===== config.mk =====
export PLATFORM = sky130hd
export DESIGN_NAME = serial_add_unit
export DESIGN_NICKNAME = d
export VERILOG_FILES = /design/src/rtl/serial_add_unit.sv
export SDC_FILE = /design/constraint.sdc
export NUM_CORES = 1
export LEC_CHECK = 0
export CAP_MARGIN = 10
export CORE_ASPECT_RATIO = 0.5
export CORE_MARGIN = 2
export CORE_UTILIZATION = 53
export DETAILED_ROUTE_END_ITERATION = 10
export HOLD_SLACK_MARGIN = 0.06
export PLACE_DENSITY = 0.91
export SYNTH_ARGS = -nofsm -noshare
export SYNTH_HDL_FRONTEND = slang
export SYNTH_SLANG_ARGS = --single-unit

===== constraint.sdc =====
create_clock -name clk -period 3 [get_ports clk]
set_clock_uncertainty 0.05 [all_clocks]
set_input_delay 0.6 -clock clk [delete_from_list [all_inputs] [get_ports clk]]
set_output_delay 0.6 -clock clk [all_outputs]
set_load 0.05 [all_outputs]

===== src/rtl/serial_add_unit.sv =====
// Bit-serial WIDTH-bit adder/subtractor: one full-adder cell plus a carry flop,
// one bit per clock, LSB first. The sum is shifted into result from the MSB
// end. A one-cycle done pulse flags result, cout and overflow as valid.
module serial_add_unit #(
  parameter int unsigned WIDTH = 8  // must be >= 2
) (
  input  logic             clk,
  input  logic             rst_n,
  input  logic             start,
  input  logic             sub,
  input  logic [WIDTH-1:0] op_a,
  input  logic [WIDTH-1:0] op_b,
  output logic             busy,
  output logic             done,
  output logic [WIDTH-1:0] result,
  output logic             cout,
  output logic             overflow
);

  localparam int unsigned CntW = $clog2(WIDTH);
  localparam logic [CntW-1:0] LastBit = CntW'(WIDTH - 1);

  typedef enum logic [1:0] {
    StIdle,
    StRun,
    StDone
  } state_e;

  state_e state_q, state_d;

  logic [WIDTH-1:0] a_q, a_d;
  logic [WIDTH-1:0] b_q, b_d;
  logic [WIDTH-1:0] result_q, result_d;
  logic [CntW-1:0]  count_q, count_d;
  logic             carry_q, carry_d;
  logic             cout_q, cout_d;
  logic             ovf_q, ovf_d;

  logic fa_a, fa_b, fa_r, fa_co;
  logic last_bit;

  // Single full-adder cell fed from the operand LSBs and the carry flop
  always_comb begin
    fa_a  = a_q[0];
    fa_b  = b_q[0];
    fa_r  = fa_a ^ fa_b ^ carry_q;
    fa_co = (fa_a & fa_b) | (fa_a & carry_q) | (fa_b & carry_q);
  end

  assign last_bit = (count_q == LastBit);

  // Next-state logic: operand load on accepted start, shift/accumulate in RUN
  always_comb begin
    state_d  = state_q;
    a_d      = a_q;
    b_d      = b_q;
    result_d = result_q;
    count_d  = count_q;
    carry_d  = carry_q;
    cout_d   = cout_q;
    ovf_d    = ovf_q;

    unique case (state_q)
      StIdle, StDone: begin
        if (start) begin
          // Subtraction is A + ~B + 1: invert B here and seed the carry with 1
          a_d     = op_a;
          b_d     = sub ? ~op_b : op_b;
          carry_d = sub;
          count_d = '0;
          state_d = StRun;
        end else begin
          state_d = StIdle;
        end
      end

      StRun: begin
        // start is deliberately not looked at here; requests during RUN are dropped
        result_d = {fa_r, result_q[WIDTH-1:1]};
        a_d      = {1'b0, a_q[WIDTH-1:1]};
        b_d      = {1'b0, b_q[WIDTH-1:1]};
        carry_d  = fa_co;
        if (last_bit) begin
          // Carry into the MSB is carry_q, carry out of it is fa_co
          ovf_d   = carry_q ^ fa_co;
          cout_d  = fa_co;
          state_d = StDone;
        end else begin
          count_d = count_q + CntW'(1);
        end
      end

      default: state_d = StIdle;
    endcase
  end

  // State and datapath registers, asynchronously cleared
  always_ff @(posedge clk or negedge rst_n) begin
    if (!rst_n) begin
      state_q  <= StIdle;
      a_q      <= '0;
      b_q      <= '0;
      result_q <= '0;
      count_q  <= '0;
      carry_q  <= 1'b0;
      cout_q   <= 1'b0;
      ovf_q    <= 1'b0;
    end else begin
      state_q  <= state_d;
      a_q      <= a_d;
      b_q      <= b_d;
      result_q <= result_d;
      count_q  <= count_d;
      carry_q  <= carry_d;
      cout_q   <= cout_d;
      ovf_q    <= ovf_d;
    end
  end

  // Status outputs decode directly from the registered state
  always_comb begin
    busy     = (state_q == StRun);
    done     = (state_q == StDone);
    result   = result_q;
    cout     = cout_q;
    overflow = ovf_q;
  end

endmodule


==> out/summary.log, run 1 <==
qor: run_status.run_status completed
qor: finish.finish.net_count 167
qor: cts.clockBufferDepth 2
qor: synthesis.synth_area_per_cell 12.90 um^2
qor: synthesis.combined_area_of_all_synthesized_cells 1431 um^2
qor: timing.grt_setup_unrepaired false
qor: synthesis.yosysWarningCount 0
qor: floorplanning.die-width 77.50 um
qor: detailed_routing.count_of_nets_left_with_antenna_violations_after_detail_routing 0
qor: power_and_ir_drop.cellLeakagePower 0.8555 nW
qor: cts.cts.sink_count 32
qor: global_route.grtUsageTotal 0.1945
qor: global_route.grt_start_max_net_pins 33
qor: floorplanning.core_region_area 2586 um^2
qor: placed_design.place.gp.congestion 0.7598
qor: power_and_ir_drop.power.density 1213 nW/um^2
qor: detailed_routing.drt-initial-drc-count 94
qor: timing.timing.slew.headroom 0.6624
qor: detailed_routing.drt_pass1_iterations 4
qor: detailed_routing.postRouteWirelength 2889 um
qor: timing.final_period_minus_worst_setup_slack 2346 ps
qor: cts.postCtsResizedCells 0
qor: power_and_ir_drop.internal_power 0.001360 W
qor: job.maxCapViolCount 0
qor: floorplanning.start_util 0.5535
qor: power_and_ir_drop.netSwitchingPower 0.0009032 W
qor: cts.tritoncts_clock_tree yes
qor: synthesis.synth_seq_area_share 0.5594
qor: floorplanning.rows 13
qor: cts.numCtsBuffers 5
qor: detailed_routing.wire_per_inst 15.87 um
qor: finish.antenna_cells 0
qor: floorplanning.die_area 3158 um^2
qor: timing.finalSetupTns 0 ps
qor: detailed_routing.drc 0
qor: cts.clk-insertion-delay-late 280 ps
qor: synthesis.synth.top_cells.by_area sky130_fd_sc_hd__dfrtp_1, sky130_fd_sc_hd__mux2_2, sky130_fd_sc_hd__a22o_1
qor: synthesis.async_reset_ff_frac 1.000
qor: global_route.grt_first_pass_wirelength 4326 um
qor: timing.timing.final.hold_violations 0
qor: synthesis.area_share_of_the_largest_cell_type_after_synthesis 0.5594
qor: global_route.number_of_antenna_violations_at_the_first_check_in_global_routing 0
qor: synthesis.synth.lib_cells_used.distinct 26
qor: timing.setup_ws 654.5 ps
qor: floorplanning.dieHeight 40.75 um
qor: power_and_ir_drop.power.share.switching 0.3990
qor: power_and_ir_drop.comb_power_share 0.476
qor: timing.layout_worst_path_cycle_share 0.7818
qor: finish.layout-area-overhead-vs-synth 30.42%
qor: cts.path_clk_slew 70 ps
qor: setup_path.arrival 1700 ps
qor: placed_design.place.detailed.hpwl 1715 um
qor: synthesis.number_of_enable_flip_flop_cells_after_synthesis 0
qor: setup_path.timing_worst_setup_path_type reg -> out
qor: timing.worst_slew_pin_slew 504.8 ps
qor: timing.maxSlewViolCount 0
qor: power_and_ir_drop.p_clk_frac 0.180
qor: worst_hold_path.worst_hold_path_type reg -> reg
qor: setup_path.setup.worst_path.end_class output port
qor: synthesis.yosys.cell_count.top_type sky130_fd_sc_hd__dfrtp_1
qor: timing.setup_viol 0
qor: synthesis.netlist.top_cell.by_area sky130_fd_sc_hd__dfrtp_1
qor: setup_path.start_kind register
qor: finish.drive_above_1_share 0.1517
qor: synthesis.synth_commonest_cells sky130_fd_sc_hd__dfrtp_1, sky130_fd_sc_hd__a22o_1, sky130_fd_sc_hd__a21o_1, sky130_fd_sc_hd__mux2_2, sky130_fd_sc_hd__xnor2_1
qor: placed_design.place_worst_setup_slack 916.1 ps
qor: timing.max_freq 0.4263 GHz
qor: floorplanning.io-pin-count 32
qor: synthesis.synth.net_count 134
qor: cts.htree_levels 2
qor: synthesis.synthesis.instances 111
qor: synthesis.synth.ff_latch_count 32
qor: setup_path.worst-endpoint-required 2350 ps
qor: global_route.first_global_vias 869
qor: setup_path.critical_path.max_fanout 5
qor: cts.clk_root_buffer_cell sky130_fd_sc_hd__clkbuf_8
qor: cts.cts-hold-fix-buffers 0
qor: power_and_ir_drop.vdd_drop_max 0.0006126 V
qor: setup_path.r2r_setup_slack 1340 ps
qor: cts.post_cts.repair.setup_buffers 0
qor: detailed_routing.detail_route.vias_per_cell 5.445
qor: power_and_ir_drop.register_share_of_total_power 0.345
qor: placed_design.io_buffers 31
qor: synthesis.dominant_register_cell_in_the_synthesized_netlist sky130_fd_sc_hd__dfrtp_1
qor: detailed_routing.vias 991
qor: global_route.grt.overflow.total 0
## area by class of cell
cell class | count | area [um^2]
Tap cell | 37 | 46.29
Multi-Input combinational cell | 69 | 571.8
Clock buffer | 6 | 72.57
Inverter | 2 | 7.507
Timing Repair Buffer | 34 | 332.8
Fill cell | 172 | 719.4
Clock inverter | 2 | 35.03
Sequential cell | 32 | 800.8
## critical path, cell delays in order, from the launching register on
cell and delay [ps]:
sky130_fd_sc_hd__dfrtp_1 420, sky130_fd_sc_hd__nor2b_2 190, sky130_fd_sc_hd__clkdlybuf4s50_1 810
## flip-flops by register name, indices dropped and copies added (netlist names)
| register | count |
|---|---|
| state_q | 2 |
| cout | 1 |
| a_q | 8 |
| count_q | 3 |
| result | 8 |
| overflow | 1 |
| b_q | 8 |
| carry_q | 1 |
## metrics by stage
| stage | hold slack [ps] | instance area [um^2] | power, W | std cells | util |
|---|---|---|---|---|---|
| after floorplan | 254.4 | 1431 | 0.001574 | 111 | - |
| after global placement | 409.2 | 1759 | 0.001802 | 174 | 0.6802 |
| after detailed placement | 419.6 | 1759 | 0.001852 | 174 | 0.6802 |
| after CTS | 436.6 | 1867 | 0.002277 | 182 | 0.7218 |
| after global routing | 472.9 | 1867 | 0.002380 | 182 | 0.7218 |
| final | 428.5 | 1867 | 0.002264 | 182 | 0.7218 |
## kinds of logic (layout without fill, tap and decap cells)
kind of cell	count (synthesis)	after routing	synth area share
flip-flops	32	32	0.5594
AO/OA/AOI/OAI	30	30	0.1696
AND/OR/NAND/NOR	18	18	0.07081
buffers and inverters	10	44	0.04283
XOR/XNOR	9	9	0.05507
multiplexers	9	9	0.07081
adder cells (fa/ha/maj)	3	3	0.03147
## final timing paths
check	cells past startpoint	start	end
min in group asynchronous	2	rst_n	count_q[0]
worst max-delay path	2	state_q[0]	busy
max in group asynchronous	2	rst_n	cout
worst min register to register	1	a_q[5]	a_q[5]
worst max register to register	5	count_q[0]	count_q[1]
worst min-delay path	1	a_q[5]	a_q[5]
## routing by layer
| layer | up-vias | routed length [um] | GRT usage |
|---|---|---|---|
| met5 | - | 0 | 0 |
| met4 | 0 | 23 | 0.07589 |
| met3 | 5 | 129 | 0.05507 |
| met2 | 28 | 1477 | 0.3239 |
| met1 | 497 | 1259 | 0.2539 |
| li1 | 461 | - | - |
## power groups by stage
stage / Sequential, W / Clock [W] / Combinational (W)
floorplan: 0.000991 / 0 / 0.000583
global placement: 0.000769 / 0 / 0.00103
detailed placement: 0.000777 / 0 / 0.00107
CTS: 0.000779 / 0.000411 / 0.00109
global route: 0.000803 / 0.000428 / 0.00115
finish: 0.000780 / 0.000406 / 0.00108
## placed cells by master, fill, tap and decap left out
cell type,n
sky130_fd_sc_hd__nand2_1,1
sky130_fd_sc_hd__a21o_1,8
sky130_fd_sc_hd__bufinv_16,1
sky130_fd_sc_hd__clkbuf_1,1
sky130_fd_sc_hd__nor2_4,1
sky130_fd_sc_hd__xor2_1,1
sky130_fd_sc_hd__inv_1,2
sky130_fd_sc_hd__nand2b_1,1
sky130_fd_sc_hd__clkdlybuf4s50_1,31
sky130_fd_sc_hd__dfrtp_1,32
sky130_fd_sc_hd__ha_1,2
sky130_fd_sc_hd__o21ai_0,3
sky130_fd_sc_hd__clkbuf_8,5
sky130_fd_sc_hd__mux2_2,8
sky130_fd_sc_hd__and2_4,1
sky130_fd_sc_hd__nor2b_2,2
sky130_fd_sc_hd__nor2b_1,1
sky130_fd_sc_hd__nand3_1,3
sky130_fd_sc_hd__mux2_1,1
sky130_fd_sc_hd__xnor2_1,8
sky130_fd_sc_hd__fa_1,1
sky130_fd_sc_hd__buf_4,3
sky130_fd_sc_hd__a221o_1,7
sky130_fd_sc_hd__nor2_1,7
sky130_fd_sc_hd__a22o_1,10
sky130_fd_sc_hd__or3b_1,1
sky130_fd_sc_hd__a21oi_1,2
sky130_fd_sc_hd__clkinv_2,1
Note: power is estimated with default switching activity, not from simulation.
==> run 2: changes to the inputs <==
Settings changed: CORE_UTILIZATION 53 to 44, PLACE_DENSITY 0.91 to 0.82.
Clock period 3 ns to 2.1 ns, I/O delays scaled along.
==> run 2 against run 1 <==
Clock-buffer cell count is the same. Critical path depth shrank 1. Sequential cell count is the same. Die area up 19%. Worst hold slack better by 2.8 ps. Combinational power rose by 46%. Sequential power grew 42%. Power increased by 44%. Worst setup slack worse by 500 ps. Largest power group unchanged.
==> out/summary.log, run 2 (synthesis gave the netlist of run 1 again) <==
qor: run_status.run_status completed
qor: finish.num-fill-cells 246 [+43%]
qor: global_route.grt.overflow.total 0 [unchanged]
qor: cts.tritoncts_clock_tree yes
qor: detailed_routing.detail_route.vias_per_cell 5.409 [-0.67%]
qor: global_route.most_used_routing_layer met2
qor: placed_design.place.detailed.hpwl 1890 um [+10%]
qor: timing.setup_viol 0 [unchanged]
qor: worst_hold_path.worst_hold_path_type reg -> reg
qor: setup_path.worstPathCellList clkdlybuf4s50_1
qor: power_and_ir_drop.p_clk_frac 0.176 [-0.004]
qor: timing.hold_ws 431.3 ps [+2.838 ps]
qor: finish.layout-area-overhead-vs-synth 31.73%
qor: cts.numCtsBuffers 5 [unchanged]
qor: timing.finalSetupTns 0 ps [unchanged]
qor: power_and_ir_drop.vdd_drop_max 0.0007821 V [+28%]
qor: floorplanning.core_region_area 3048 um^2 [+18%]
qor: power_and_ir_drop.cellLeakagePower 0.8679 nW [+1.4%]
qor: detailed_routing.drt_pass1_iterations 4 [unchanged]
qor: cts.postCtsResizedCells 0 [unchanged]
qor: detailed_routing.wire_per_inst 15.30 um [-3.6%]
qor: timing.final_period_minus_worst_setup_slack 1943 ps
qor: detailed_routing.drc 0 [unchanged]
qor: timing.layout_worst_path_cycle_share 0.9250
qor: finish.layout.cells.most_common sky130_fd_sc_hd__dfrtp_1
qor: global_route.first_global_vias 986 [+13%]
qor: cts.path_clk_slew 70 ps [about the same]
qor: detailed_routing.count_of_nets_left_with_antenna_violations_after_detail_routing 0 [unchanged]
qor: detailed_routing.postRouteWirelength 2846 um [-1.5%]
qor: setup_path.critical_path.max_fanout 3 [-2]
qor: global_route.grt_use_met3 0.04291 [-0.01216]
qor: power_and_ir_drop.power.share.switching 0.3954 [-0.003628]
qor: detailed_routing.drt-initial-drc-count 42 [-55%]
qor: finish.finish.net_count 168 [+0.60%]
qor: timing.max_freq 0.5148 GHz
qor: global_route.grt.met2_usage 0.2756 [-0.04832]
qor: finish.antenna_cells 0 [unchanged]
qor: floorplanning.dieHeight 44.33 um [+8.8%]
qor: global_route.grtUsageTotal 0.1682 [-0.02634]
qor: job.maxCapViolCount 0 [unchanged]
qor: finish.drive_above_1_share 0.1712 [+0.01951]
qor: setup_path.cpPeakStageDelay 820 ps [about the same]
qor: setup_path.crit_slowest_cell sky130_fd_sc_hd__clkdlybuf4s50_1
qor: global_route.grt_start_max_net_pins 33 [unchanged]
qor: setup_path.critPathBufInv 1 [unchanged]
qor: timing.grt_setup_unrepaired false
qor: setup_path.setup.worst_path.end_class output port
qor: global_route.met1_usage 0.2192 [-0.03463]
qor: floorplanning.rows 14 [+1]
qor: cts.clk-insertion-delay-late 280 ps [about the same]
qor: cts.post_cts.repair.setup_buffers 0 [unchanged]
qor: power_and_ir_drop.netSwitchingPower 0.001291 W [+43%]
qor: finish.final_cells 186 [+2.2%]
qor: timing.maxSlewViolCount 0 [unchanged]
qor: setup_path.arrival 1470 ps [-230 ps]
qor: cts.clk_root_buffer_cell sky130_fd_sc_hd__clkbuf_8
qor: placed_design.place.gp.congestion 0.6808 [-10%]
qor: cts.cts-hold-fix-buffers 0 [unchanged]
qor: power_and_ir_drop.power.density 1732 nW/um^2 [+43%]
qor: setup_path.worst-endpoint-required 1630 ps [-720 ps]
qor: floorplanning.start_util 0.4696 [-0.08384]
qor: timing.timing.final.hold_violations 0 [unchanged]
qor: power_and_ir_drop.internal_power 0.001975 W [+45%]
qor: cts.clockBufferDepth 2 [unchanged]
qor: global_route.grt_first_pass_wirelength 4781 um [+11%]
qor: setup_path.start_kind register
qor: detailed_routing.vias 1,006 [+1.5%]
qor: global_route.number_of_antenna_violations_at_the_first_check_in_global_routing 0 [unchanged]
qor: power_and_ir_drop.comb_power_share 0.483 [+0.007]
qor: floorplanning.io-pin-count 32 [unchanged]
qor: setup_path.timing_worst_setup_path_type reg -> out
qor: placed_design.placed_cells_incl_taps 178 [+2.3%]
qor: floorplanning.die_area 3753 um^2 [+19%]
qor: timing.timing.slew.headroom 0.6480 [-0.01441]
qor: floorplanning.die-width 84.66 um [+9.2%]
qor: power_and_ir_drop.register_share_of_total_power 0.341 [-0.004]
qor: finish.most_frequent_cells_in_the_layout sky130_fd_sc_hd__dfrtp_1, sky130_fd_sc_hd__clkdlybuf4s50_1, sky130_fd_sc_hd__a22o_1
qor: cts.htree_levels 2 [unchanged]
qor: cts.cts.sink_count 32 [unchanged]
qor: timing.worst_slew_pin_slew 526.4 ps [+21.54 ps]
qor: setup_path.cpLargestDelayFamily buffers and inverters
qor: placed_design.io_buffers 31 [unchanged]
## run 2: worst paths after layout
| kind | to | slack, ps | cells after the start | start |
|---|---|---|---|---|
| min in group asynchronous | cout | 480 | 2 | rst_n |
| max in group asynchronous | b_q[0] | 1240 | 2 | rst_n |
| worst min register to register | a_q[6] | 430 | 1 | a_q[6] |
| worst min-delay path | a_q[6] | 430 | 1 | a_q[6] |
| worst max-delay path | result[4] | 160 | 1 | result[4] |
| worst max register to register | count_q[2] | 450 | 5 | count_q[0] |
## run 2: layout make-up
| class | instances | area, um^2 | area share |
|---|---|---|---|
| tap | 40 | 50.05 | 0.02654 |
| clock buffer | 6 | 72.57 | 0.03849 |
| clock inverter | 2 | 35.03 | 0.01858 |
| timing repair buffer | 35 | 347.8 | 0.1845 |
| sequential | 32 | 800.8 | 0.4247 |
| multi-input combinational | 69 | 571.8 | 0.3033 |
| inverter | 2 | 7.507 | 0.003981 |
## run 2: stage by stage
step | area, um^2 | util | worst slack (ps) | power (W)
final | 1886 | 0.6186 | 157.5 | 0.003266
after CTS | 1886 | 0.6186 | 149.3 | 0.003291
after global placement | 1778 | 0.5833 | 258.8 | 0.002632
after detailed placement | 1778 | 0.5833 | 216.1 | 0.002699
after global routing | 1886 | 0.6186 | 121.4 | 0.003460
after floorplan | 1431 | - | 533.0 | 0.002248
## run 2: per-layer routing
metal | up-vias | wire [um]
li1 | 465 | -
met1 | 502 | 1248
met2 | 33 | 1399
met3 | 6 | 149
met4 | 0 | 49
met5 | - | 0
## run 2: power groups by stage
| stage | combinational, W | sequential (W) | clock [W] |
|---|---|---|---|
| floorplan | 0.000832 | 0.00142 | 0 |
| CTS | 0.00159 | 0.00111 | 0.000584 |
| detailed placement | 0.00158 | 0.00111 | 0 |
| finish | 0.00158 | 0.00111 | 0.000575 |
| global placement | 0.00153 | 0.00110 | 0 |
| global route | 0.00169 | 0.00116 | 0.000610 |
